`config.mk`:
```
export PLATFORM = sky130hd
export DESIGN_NAME = sfr_uart
export DESIGN_NICKNAME = d
export VERILOG_FILES = /design/src/rtl/sfr_uart.sv
export SDC_FILE = /design/constraint.sdc
export NUM_CORES = 1
export LEC_CHECK = 0
export BUFFER_PORTS_ARGS = -buffer_cell sky130_fd_sc_hd__clkbuf_2
export CAP_MARGIN = 20
export CORE_AREA = 3 3 91 93
export DETAILED_ROUTE_END_ITERATION = 6
export DIE_AREA = 0 0 94 96
export GPL_ROUTABILITY_DRIVEN = 0
export GPL_TIMING_DRIVEN = 0
export PLACE_DENSITY_LB_ADDON = 0.3
export SLEW_MARGIN = 20
export SYNTH_ARGS = -nofsm -noshare
export SYNTH_HDL_FRONTEND = slang
export SYNTH_SLANG_ARGS = --single-unit
```
`constraint.sdc`:
```
create_clock -name clk -period 2.18 [get_ports clk]
set_clock_uncertainty 0.1 [all_clocks]
set_input_delay 0 -clock clk [delete_from_list [all_inputs] [get_ports clk]]
set_output_delay 0 -clock clk [all_outputs]
set_load 0.005 [all_outputs]
```
`src/rtl/sfr_uart.sv`:
```
// sfr_uart: 8051 serial port (SCON/SBUF) as an SFR-bus responder.
// Mode-1 UART only: 8N1, LSB first, CLKS_PER_BIT clocks per bit.
// Ports:
//   clk, rst                 clock, asynchronous active-high reset
//   ram_rd_en_sfr/rd_addr    SFR read strobe and address from the core
//   ram_wr_en_sfr/wr_addr/   SFR write strobe, address and data
//   ram_wr_byte
//   sfr_rd_byte/sfr_rd_hit   registered read data and "this block answered"
//   rxd / txd                serial input (asynchronous) / output (idle high)
//   irq                      registered TI | RI
module sfr_uart #(
    parameter int unsigned CLKS_PER_BIT = 16,
    parameter logic [7:0]  SCON_ADDR    = 8'h98,
    parameter logic [7:0]  SBUF_ADDR    = 8'h99
) (
    input  logic       clk,
    input  logic       rst,
    input  logic       ram_rd_en_sfr,
    input  logic [7:0] ram_rd_addr,
    input  logic       ram_wr_en_sfr,
    input  logic [7:0] ram_wr_addr,
    input  logic [7:0] ram_wr_byte,
    output logic [7:0] sfr_rd_byte,
    output logic       sfr_rd_hit,
    input  logic       rxd,
    output logic       txd,
    output logic       irq
);

    localparam int unsigned CNT_W = (CLKS_PER_BIT > 2) ? $clog2(CLKS_PER_BIT) : 1;
    localparam logic [CNT_W-1:0] CNT_LAST = CNT_W'(CLKS_PER_BIT - 1);
    localparam logic [CNT_W-1:0] CNT_HALF = CNT_W'(CLKS_PER_BIT / 2 - 1);

    typedef enum logic [1:0] {ST_IDLE, ST_START, ST_DATA, ST_STOP} uart_st_e;

    // SCON bit positions
    localparam int unsigned B_REN = 4;
    localparam int unsigned B_RB8 = 2;
    localparam int unsigned B_TI  = 1;
    localparam int unsigned B_RI  = 0;

    logic [7:0]       scon_q, scon_d;
    logic [7:0]       rx_buf_q;
    logic [7:0]       rd_byte_q;
    logic             rd_hit_q;
    logic             irq_q;

    uart_st_e         tx_st_q;
    logic [CNT_W-1:0] tx_cnt_q;
    logic [2:0]       tx_bit_q;
    logic [7:0]       tx_shift_q;
    logic             txd_q;

    uart_st_e         rx_st_q;
    logic [CNT_W-1:0] rx_cnt_q;
    logic [2:0]       rx_bit_q;
    logic [7:0]       rx_shift_q;
    logic             rx_s1_q, rx_s2_q, rx_prev_q;

    logic             scon_wr, sbuf_wr, tx_done, rx_load, ren;

    assign scon_wr = ram_wr_en_sfr && (ram_wr_addr == SCON_ADDR);
    assign sbuf_wr = ram_wr_en_sfr && (ram_wr_addr == SBUF_ADDR);
    assign ren     = scon_q[B_REN];
    assign tx_done = (tx_st_q == ST_STOP) && (tx_cnt_q == CNT_LAST);
    // Frame is accepted only with a good stop bit and RI already consumed.
    assign rx_load = ren && (rx_st_q == ST_STOP) && (rx_cnt_q == CNT_LAST)
                     && rx_s2_q && !scon_q[B_RI];

    // SCON update: software write first, hardware flag sets override it.
    always_comb begin
        scon_d = scon_q;
        if (scon_wr) begin
            scon_d        = ram_wr_byte;
            scon_d[B_RB8] = scon_q[B_RB8];
        end
        if (tx_done) scon_d[B_TI] = 1'b1;
        if (rx_load) begin
            scon_d[B_RB8] = 1'b1;
            scon_d[B_RI]  = 1'b1;
        end
    end

    // SCON, interrupt and read-port registers
    always_ff @(posedge clk or posedge rst) begin
        if (rst) begin
            scon_q    <= 8'h00;
            irq_q     <= 1'b0;
            rd_byte_q <= 8'h00;
            rd_hit_q  <= 1'b0;
        end else begin
            scon_q <= scon_d;
            irq_q  <= scon_q[B_TI] | scon_q[B_RI];
            if (ram_rd_en_sfr && (ram_rd_addr == SCON_ADDR)) begin
                rd_byte_q <= scon_q;
                rd_hit_q  <= 1'b1;
            end else if (ram_rd_en_sfr && (ram_rd_addr == SBUF_ADDR)) begin
                rd_byte_q <= rx_buf_q;
                rd_hit_q  <= 1'b1;
            end else begin
                rd_byte_q <= 8'h00;
                rd_hit_q  <= 1'b0;
            end
        end
    end

    // Transmitter; SBUF writes are only accepted in IDLE
    always_ff @(posedge clk or posedge rst) begin
        if (rst) begin
            tx_st_q    <= ST_IDLE;
            tx_cnt_q   <= '0;
            tx_bit_q   <= 3'd0;
            tx_shift_q <= 8'h00;
            txd_q      <= 1'b1;
        end else begin
            case (tx_st_q)
                ST_IDLE: begin
                    if (sbuf_wr) begin
                        tx_shift_q <= ram_wr_byte;
                        txd_q      <= 1'b0;
                        tx_cnt_q   <= '0;
                        tx_st_q    <= ST_START;
                    end
                end
                ST_START: begin
                    if (tx_cnt_q == CNT_LAST) begin
                        tx_cnt_q   <= '0;
                        txd_q      <= tx_shift_q[0];
                        tx_shift_q <= {1'b0, tx_shift_q[7:1]};
                        tx_bit_q   <= 3'd0;
                        tx_st_q    <= ST_DATA;
                    end else begin
                        tx_cnt_q <= tx_cnt_q + CNT_W'(1);
                    end
                end
                ST_DATA: begin
                    if (tx_cnt_q == CNT_LAST) begin
                        tx_cnt_q <= '0;
                        if (tx_bit_q == 3'd7) begin
                            txd_q   <= 1'b1;
                            tx_st_q <= ST_STOP;
                        end else begin
                            txd_q      <= tx_shift_q[0];
                            tx_shift_q <= {1'b0, tx_shift_q[7:1]};
                            tx_bit_q   <= tx_bit_q + 3'd1;
                        end
                    end else begin
                        tx_cnt_q <= tx_cnt_q + CNT_W'(1);
                    end
                end
                ST_STOP: begin
                    if (tx_cnt_q == CNT_LAST) begin
                        tx_cnt_q <= '0;
                        tx_st_q  <= ST_IDLE;
                    end else begin
                        tx_cnt_q <= tx_cnt_q + CNT_W'(1);
                    end
                end
                default: tx_st_q <= ST_IDLE;
            endcase
        end
    end

    // rxd synchronizer plus one delayed copy for falling-edge detection
    always_ff @(posedge clk or posedge rst) begin
        if (rst) begin
            rx_s1_q   <= 1'b1;
            rx_s2_q   <= 1'b1;
            rx_prev_q <= 1'b1;
        end else begin
            rx_s1_q   <= rxd;
            rx_s2_q   <= rx_s1_q;
            rx_prev_q <= rx_s2_q;
        end
    end

    // Receiver; START realigns sampling to mid-bit, REN low aborts
    always_ff @(posedge clk or posedge rst) begin
        if (rst) begin
            rx_st_q    <= ST_IDLE;
            rx_cnt_q   <= '0;
            rx_bit_q   <= 3'd0;
            rx_shift_q <= 8'h00;
            rx_buf_q   <= 8'h00;
        end else if (!ren) begin
            rx_st_q  <= ST_IDLE;
            rx_cnt_q <= '0;
        end else begin
            case (rx_st_q)
                ST_IDLE: begin
                    if (rx_prev_q && !rx_s2_q) begin
                        rx_cnt_q <= '0;
                        rx_st_q  <= ST_START;
                    end
                end
                ST_START: begin
                    if (rx_cnt_q == CNT_HALF) begin
                        rx_cnt_q <= '0;
                        rx_bit_q <= 3'd0;
                        rx_st_q  <= rx_s2_q ? ST_IDLE : ST_DATA;
                    end else begin
                        rx_cnt_q <= rx_cnt_q + CNT_W'(1);
                    end
                end
                ST_DATA: begin
                    if (rx_cnt_q == CNT_LAST) begin
                        rx_cnt_q   <= '0;
                        rx_shift_q <= {rx_s2_q, rx_shift_q[7:1]};
                        if (rx_bit_q == 3'd7) rx_st_q <= ST_STOP;
                        else                  rx_bit_q <= rx_bit_q + 3'd1;
                    end else begin
                        rx_cnt_q <= rx_cnt_q + CNT_W'(1);
                    end
                end
                ST_STOP: begin
                    if (rx_cnt_q == CNT_LAST) begin
                        rx_cnt_q <= '0;
                        rx_st_q  <= ST_IDLE;
                        if (rx_load) rx_buf_q <= rx_shift_q;
                    end else begin
                        rx_cnt_q <= rx_cnt_q + CNT_W'(1);
                    end
                end
                default: rx_st_q <= ST_IDLE;
            endcase
        end
    end

    assign sfr_rd_byte = rd_byte_q;
    assign sfr_rd_hit  = rd_hit_q;
    assign txd         = txd_q;
    assign irq         = irq_q;

endmodule
```
Word-level counts from Yosys, hierarchy flattened
Index checks and enable logic that the tools add are counted.
Cells by class
  $add $sub $neg: 4
  equal/unequal tests: 29
  bitwise operators: 1
  multiplexer cells: 48
  reduce and logical (&&, ||, !) cells: 29
Operators with widths (number)
  8-bit 2-to-1 mux: 6
  8-bit equality test, second input constant: 4
  2-bit 2-to-1 mux: 13
  4-bit 2-to-1 mux: 6
  8-bit one-hot mux with 3 select lines: 1
  5-bit AND reduction: 4
  3-bit 2-to-1 mux: 6
  2-bit inequality test, second input constant: 8
  2-bit one-hot mux with 4 select lines: 2
  3-bit inequality test, second input constant: 4
  3-bit one-hot mux with 2 select lines: 2
  4-bit one-hot mux with 3 select lines: 1
  4-bit AND reduction: 3
  1-bit logical AND: 10
  1-bit 2-to-1 mux: 9
  4-bit by 1-bit adder with 4-bit output, second input constant: 2
  2-bit equality test, second input constant: 4
  4-bit equality test, second input constant: 2
  4-bit one-hot mux with 2 select lines: 1
  2-bit nonzero test: 4
  3-bit by 1-bit adder with 3-bit output, second input constant: 2
  3-bit equality test, second input constant: 2
  2-bit by 1-bit equality test with 1-bit output, second input constant: 2
  4-bit by 3-bit equality test with 1-bit output, second input constant: 1
  10 further kinds: 12
Word-level totals
  input port bits: 29
  logic and storage cells: 131
  flip-flop bits (word level): 64

Logic depth before layout (Yosys ltp)
  depth after elaboration: 6
  mapped depth: 8

Least setup slack after synthesis
Ideal clock, no wire load.
  path type: reg2reg
  start: reg tx_st_q[0]
  end: reg tx_shift_q[0]
  slack: 0.230 ns
  library setup time: 0.125 ns
  data arrival time: 1.725 ns
  stages on the path, launching flop included: 9
  buffers on the path: 2
  clock period less this slack: 1.950 ns
  path through: dfrtp_1 > inv_1 > ha_1 > clkbuf_1 > nor2_1 > nor2_1 > a2111o_1 > buf_6 > mux2_4
Between the ends
  longest elaborated chain between the ends: 3
RTL lines
  start, declared: RTL line 48  | uart_st_e tx_st_q;
  start signal, assigned: RTL line 110  | tx_st_q <= ST_IDLE;
  start signal, assigned: RTL line 122  | tx_st_q <= ST_START;
  start signal, assigned: RTL line 131  | tx_st_q <= ST_DATA;
  2-bit equality test (tied with other cells): RTL line 116  | case (tx_st_q)
  2-bit inequality test (no source line) / 3-bit nonzero test (equally long branches)
  5-bit AND reduction (no source line)
  end signal, assigned: RTL line 119  | tx_shift_q <= ram_wr_byte;
  end signal, assigned: RTL line 129  | tx_shift_q <= {1'b0, tx_shift_q[7:1]};
  end signal, assigned: RTL line 144  | tx_shift_q <= {1'b0, tx_shift_q[7:1]};
  end, declared: RTL line 51  | logic [7:0] tx_shift_q;
Parallel ways exist; a longest one is shown, timed or not.
A chain may end at the register's enable or synchronous reset.

Final worst setup path
  start: reg tx_st_q[0]
  end: reg tx_shift_q[6]
The elaborated chain is that of the path after synthesis.

==> summary by stage <==
Pwr
The leakage power is 0.00177 uW. The sequential share of power is 50.4%. The switching power of the nets is 716 uW.

The total power is 2690 uW. Across the VDD grid, the largest voltage drop is 0.000403 V. Net switching is 26.6% of the power. The logic gate share of total power is 13.2%. Dividing total power by cell area gives a power density of 741 mW/mm^2. The internal power is 1980 uW. The clock network fraction of design power is 36.4%.

STA
Headroom to the max-slew limit came out at 55.3%. The setup violation total in the final timing report is 0. The final count of hold timing violations is 0. The post-route worst setup slack is 185 ps.

The post-route minimum period is 1990 ps. In the finished design, the share of the clock period the worst path needs comes to 91.5%. The final max-slew violation count is 0. The actual transition at the worst max-transition pin is 669 ps. Setup repair after global routing left no endpoint under its margin. The fmax is 501 MHz.

Worst setup path
Along the worst path, the maximum fanout reaches 8. Data on the critical path is required at its endpoint by 2290 ps. For this design, the slowest cell found on the critical path is dfrtp_1.

STA classifies the critical path endpoint as a flip-flop. The critical path in this run is classified as flip-flop to flip-flop. The critical path goes through inv_1 -> ha_1 -> nor2_2 -> nor2_1 -> a2111o_1 -> buf_6 -> mux2_4. The data arrival time of the critical path is 2110 ps.

The worst setup path is launched from a flip-flop. On the worst path, the slowest cell contributes a delay of 370 ps.

Drt
The first TritonRoute pass finished after 4 iterations. The count of routing violations after the opening detailed-route iteration is 70. The per-cell via count in the routed design is 4.92.

The count of nets left with antenna violations once routing finished came out at 0. Dividing the detail-routed wire length by the instance count gives 14.0 um. The wire length after detailed routing is 5680 um. For this run, design rule violations remaining after detail routing come to 0. The final route contains 1,996 vias.

Synth
By area the synthesized netlist is led by dfrtp_1 51%, mux2_2 11%, ha_1 5.1%. The synthesized area per cell is 12.4 um^2. The number of warning messages in the yosys log is 0. The count of unique library cells instantiated by Yosys is 40. Yosys mapped a number of flops with a built-in enable equal to 0. Summed over its instances, the top area cell type makes up 50.7% of the synthesized netlist area.

The mux share of post-synthesis cell area is 19.8%. The flop and latch count out of synthesis is 64. The largest total area in the synthesized netlist belongs to dfrtp_1. When the netlist entered floorplanning its net count stood at 280. The sequential-to-total area share from yosys stat is 54.2%. The number of instances in the synthesized netlist is 239. The share of flip-flops with an asynchronous set or reset after synthesis is 100%.

Of the total synthesized cell area, the portion taken by AND, OR, NAND and NOR gates is 11.3%. After Yosys synthesis, full adders, half adders and majority gates account for 5.07% of the synthesized area. The synthesized area is 0.00296 mm^2.

Summing the areas of all xor and xnor instances in the mapped netlist gives 0.591% of the synthesized area. By area, the combinational part of the netlist is dominated by multiplexers. In the synthesized netlist the dominant register cell turns out to be dfrtp_1. The compound-gate portion of the synthesized area is 6.16%.

Clocking
In this run the clock root is driven by a clkbuf_8. TritonCTS created 9 clock buffers. The clock latency on the worst-skew pair is 330 ps. No sink is reached through more buffers than the 2 on the longest clock path. The H-tree generated during clock tree synthesis spans 3 levels. The clock sink total is 64.

Clock-pin slew was measured on the worst setup and hold paths at 70 ps. TritonCTS built the clock tree.

Place
Once placement completed, the tool counted placed cells totaling 380. The setup slack after placement is -44.6 ps. The HPWL reported at the end of detailed placement is 3900 um. Input and output buffers added on the ports amount to 38.

Finish
The area growth from synthesis to layout is 22.6%. Fill cells in the final layout number 711. The final antenna diode count is 0. Cells with a size suffix above 1 make up 35.2% of the layout. The post-layout net count is 340. For this run, the number of standard cells in the final layout without fillers is 406.

Job
The reported max-cap violation count is 0.

Global routing
The total overflow left after global routing is 0. The number of global-route vias before repair is 2,078. The initial antenna violation count is 0. Global routing used 14.0% of the available tracks across all layers. Entering global routing, the biggest net connects 34 pins. The first-pass GRT wire length is 9710 um.

Floorplanning
Once the floorplan was initialized, standard cells occupied 39.0% of the core. Pin placement for this block handled 40 I/O pins. Row generation in the floorplan step produced 32 rows. The total area inside the core boundary comes to 0.00761 mm^2. The die covers 0.00902 mm^2.

Measured along the x axis, the die boundary spans 94 um. The die span in y is 96 um.

Min path
The path class of the lowest-slack min-delay path is primary input to flip-flop.

Outcome
The run finished with clean final reports.
cell usage in the layout (no fill, tap or decap), drive strengths merged, types with 12 or more instances in the layout:
master,synthesis,routed
o21ai,12,12
dfrtp,60,60
dlygate4sd3,0,13
ha,12,12
nand2,16,16
inv,12,12
mux2,38,38
mux2i,13,13
nor2,17,17
clkbuf,6,52
metrics by stage:
step	hold WS [ps]	setup TNS, ps	instance area [um^2]	utilization, %
6_report	49.0	0	3630	47.8
3_3_place_gp	-2.86	-22980	3280	43.1
3_5_place_dp	-72.6	-323	3310	43.5
4_1_cts	51.1	0	3630	47.7
5_1_grt	78.2	0	3630	47.8
2_1_floorplan	-95.5	0	2960	-
cell type report:
cell class	count	area, um^2	area share [%]
buffer	4	23.8	0.654
timing repair buffer	53	348	9.57
inverter	12	47.5	1.31
clock inverter	4	55.1	1.51
sequential	64	1610	44.2
tap	102	128	3.51
clock buffer	12	135	3.72
multi-input combinational	155	1290	35.5
synth_stat cells (4+ instances only):
library cell and n:
and3_1 4, clkbuf_1 6, dfrtp_1 60, dfstp_2 4, ha_1 12, inv_1 12, mux2_2 30, mux2_4 8
mux2i_1 13, nand2_1 16, nand3_1 4, nor2_1 17, nor2b_1 4, o21ai_0 12
what timing repair did:
action | in CTS | in global routing
setup endpoints to repair | 8 | 24
gates resized for setup | 1 | 3
cloned | 0 | 0
buffers inserted | 0 | 1
endpoints found under the hold margin | 77 | 0
hold buffers | 13 | 0
critical path: cells and delay by family (launching register included):
kind | cells | cell delay [ps]
compound gates | 1 | 310
buf+inv | 2 | 260
mux | 1 | 290
flops | 1 | 370
fa+ha+maj | 1 | 310
simple gates | 2 | 220
state kept, by name, summed over array words and instances, names as in the netlist:
signal       count
rx_buf_q         8
rx_shift_q       8
scon_q           8
sfr_rd_byte      8
tx_shift_q       8
rx_cnt_q         4
tx_cnt_q         4
rx_bit_q         3
tx_bit_q         3
rx_st_q          2
tx_st_q          2
irq              1
rx_prev_q        1
rx_s1_q          1
rx_s2_q          1
sfr_rd_hit       1
txd              1
worst paths after layout:
kind                           startpoint            end  slack, ps  depth (start not counted)
max in group asynchronous             rst        rx_s2_q       1290                          4
max                            tx_st_q[0]  tx_shift_q[6]        190                          7
max reg2reg                    tx_st_q[0]  tx_shift_q[6]        190                          7
min                        ram_wr_addr[5]      scon_q[4]         50                          4
min in group asynchronous             rst    rx_cnt_q[0]        110                          3
min reg2reg                       rx_s1_q        rx_s2_q        260                          0
per-layer routing:
layer,vias up,track usage [%],routed length [um]
met5,-,0,0
met4,0,5.42,153
met3,13,5.00,168
met2,32,22.1,2790
met1,992,17.6,2570
li1,959,-,-
power by group through the flow:
stage          clock network [uW]  registers, uW  logic [uW]
2_1_floorplan                   0           1350         249
3_5_place_dp                    0           1370         331
4_1_cts                      1020           1350         358
6_report                      980           1360         356
3_3_place_gp                    0           1370         315
5_1_grt                      1080           1370         411
cells by family (layout without fill, tap and decap cells):
kind of cell / Yosys count / count (layout)
flip-flops: 64 / 64
AND/OR/NAND/NOR: 64 / 64
multiplexers: 51 / 51
AO/OA/AOI/OAI: 26 / 26
buffers and inverters: 20 / 85
adder cells (fa/ha/maj): 12 / 12
XOR/XNOR: 2 / 2
Note: power is estimated with default switching activity, not from simulation.
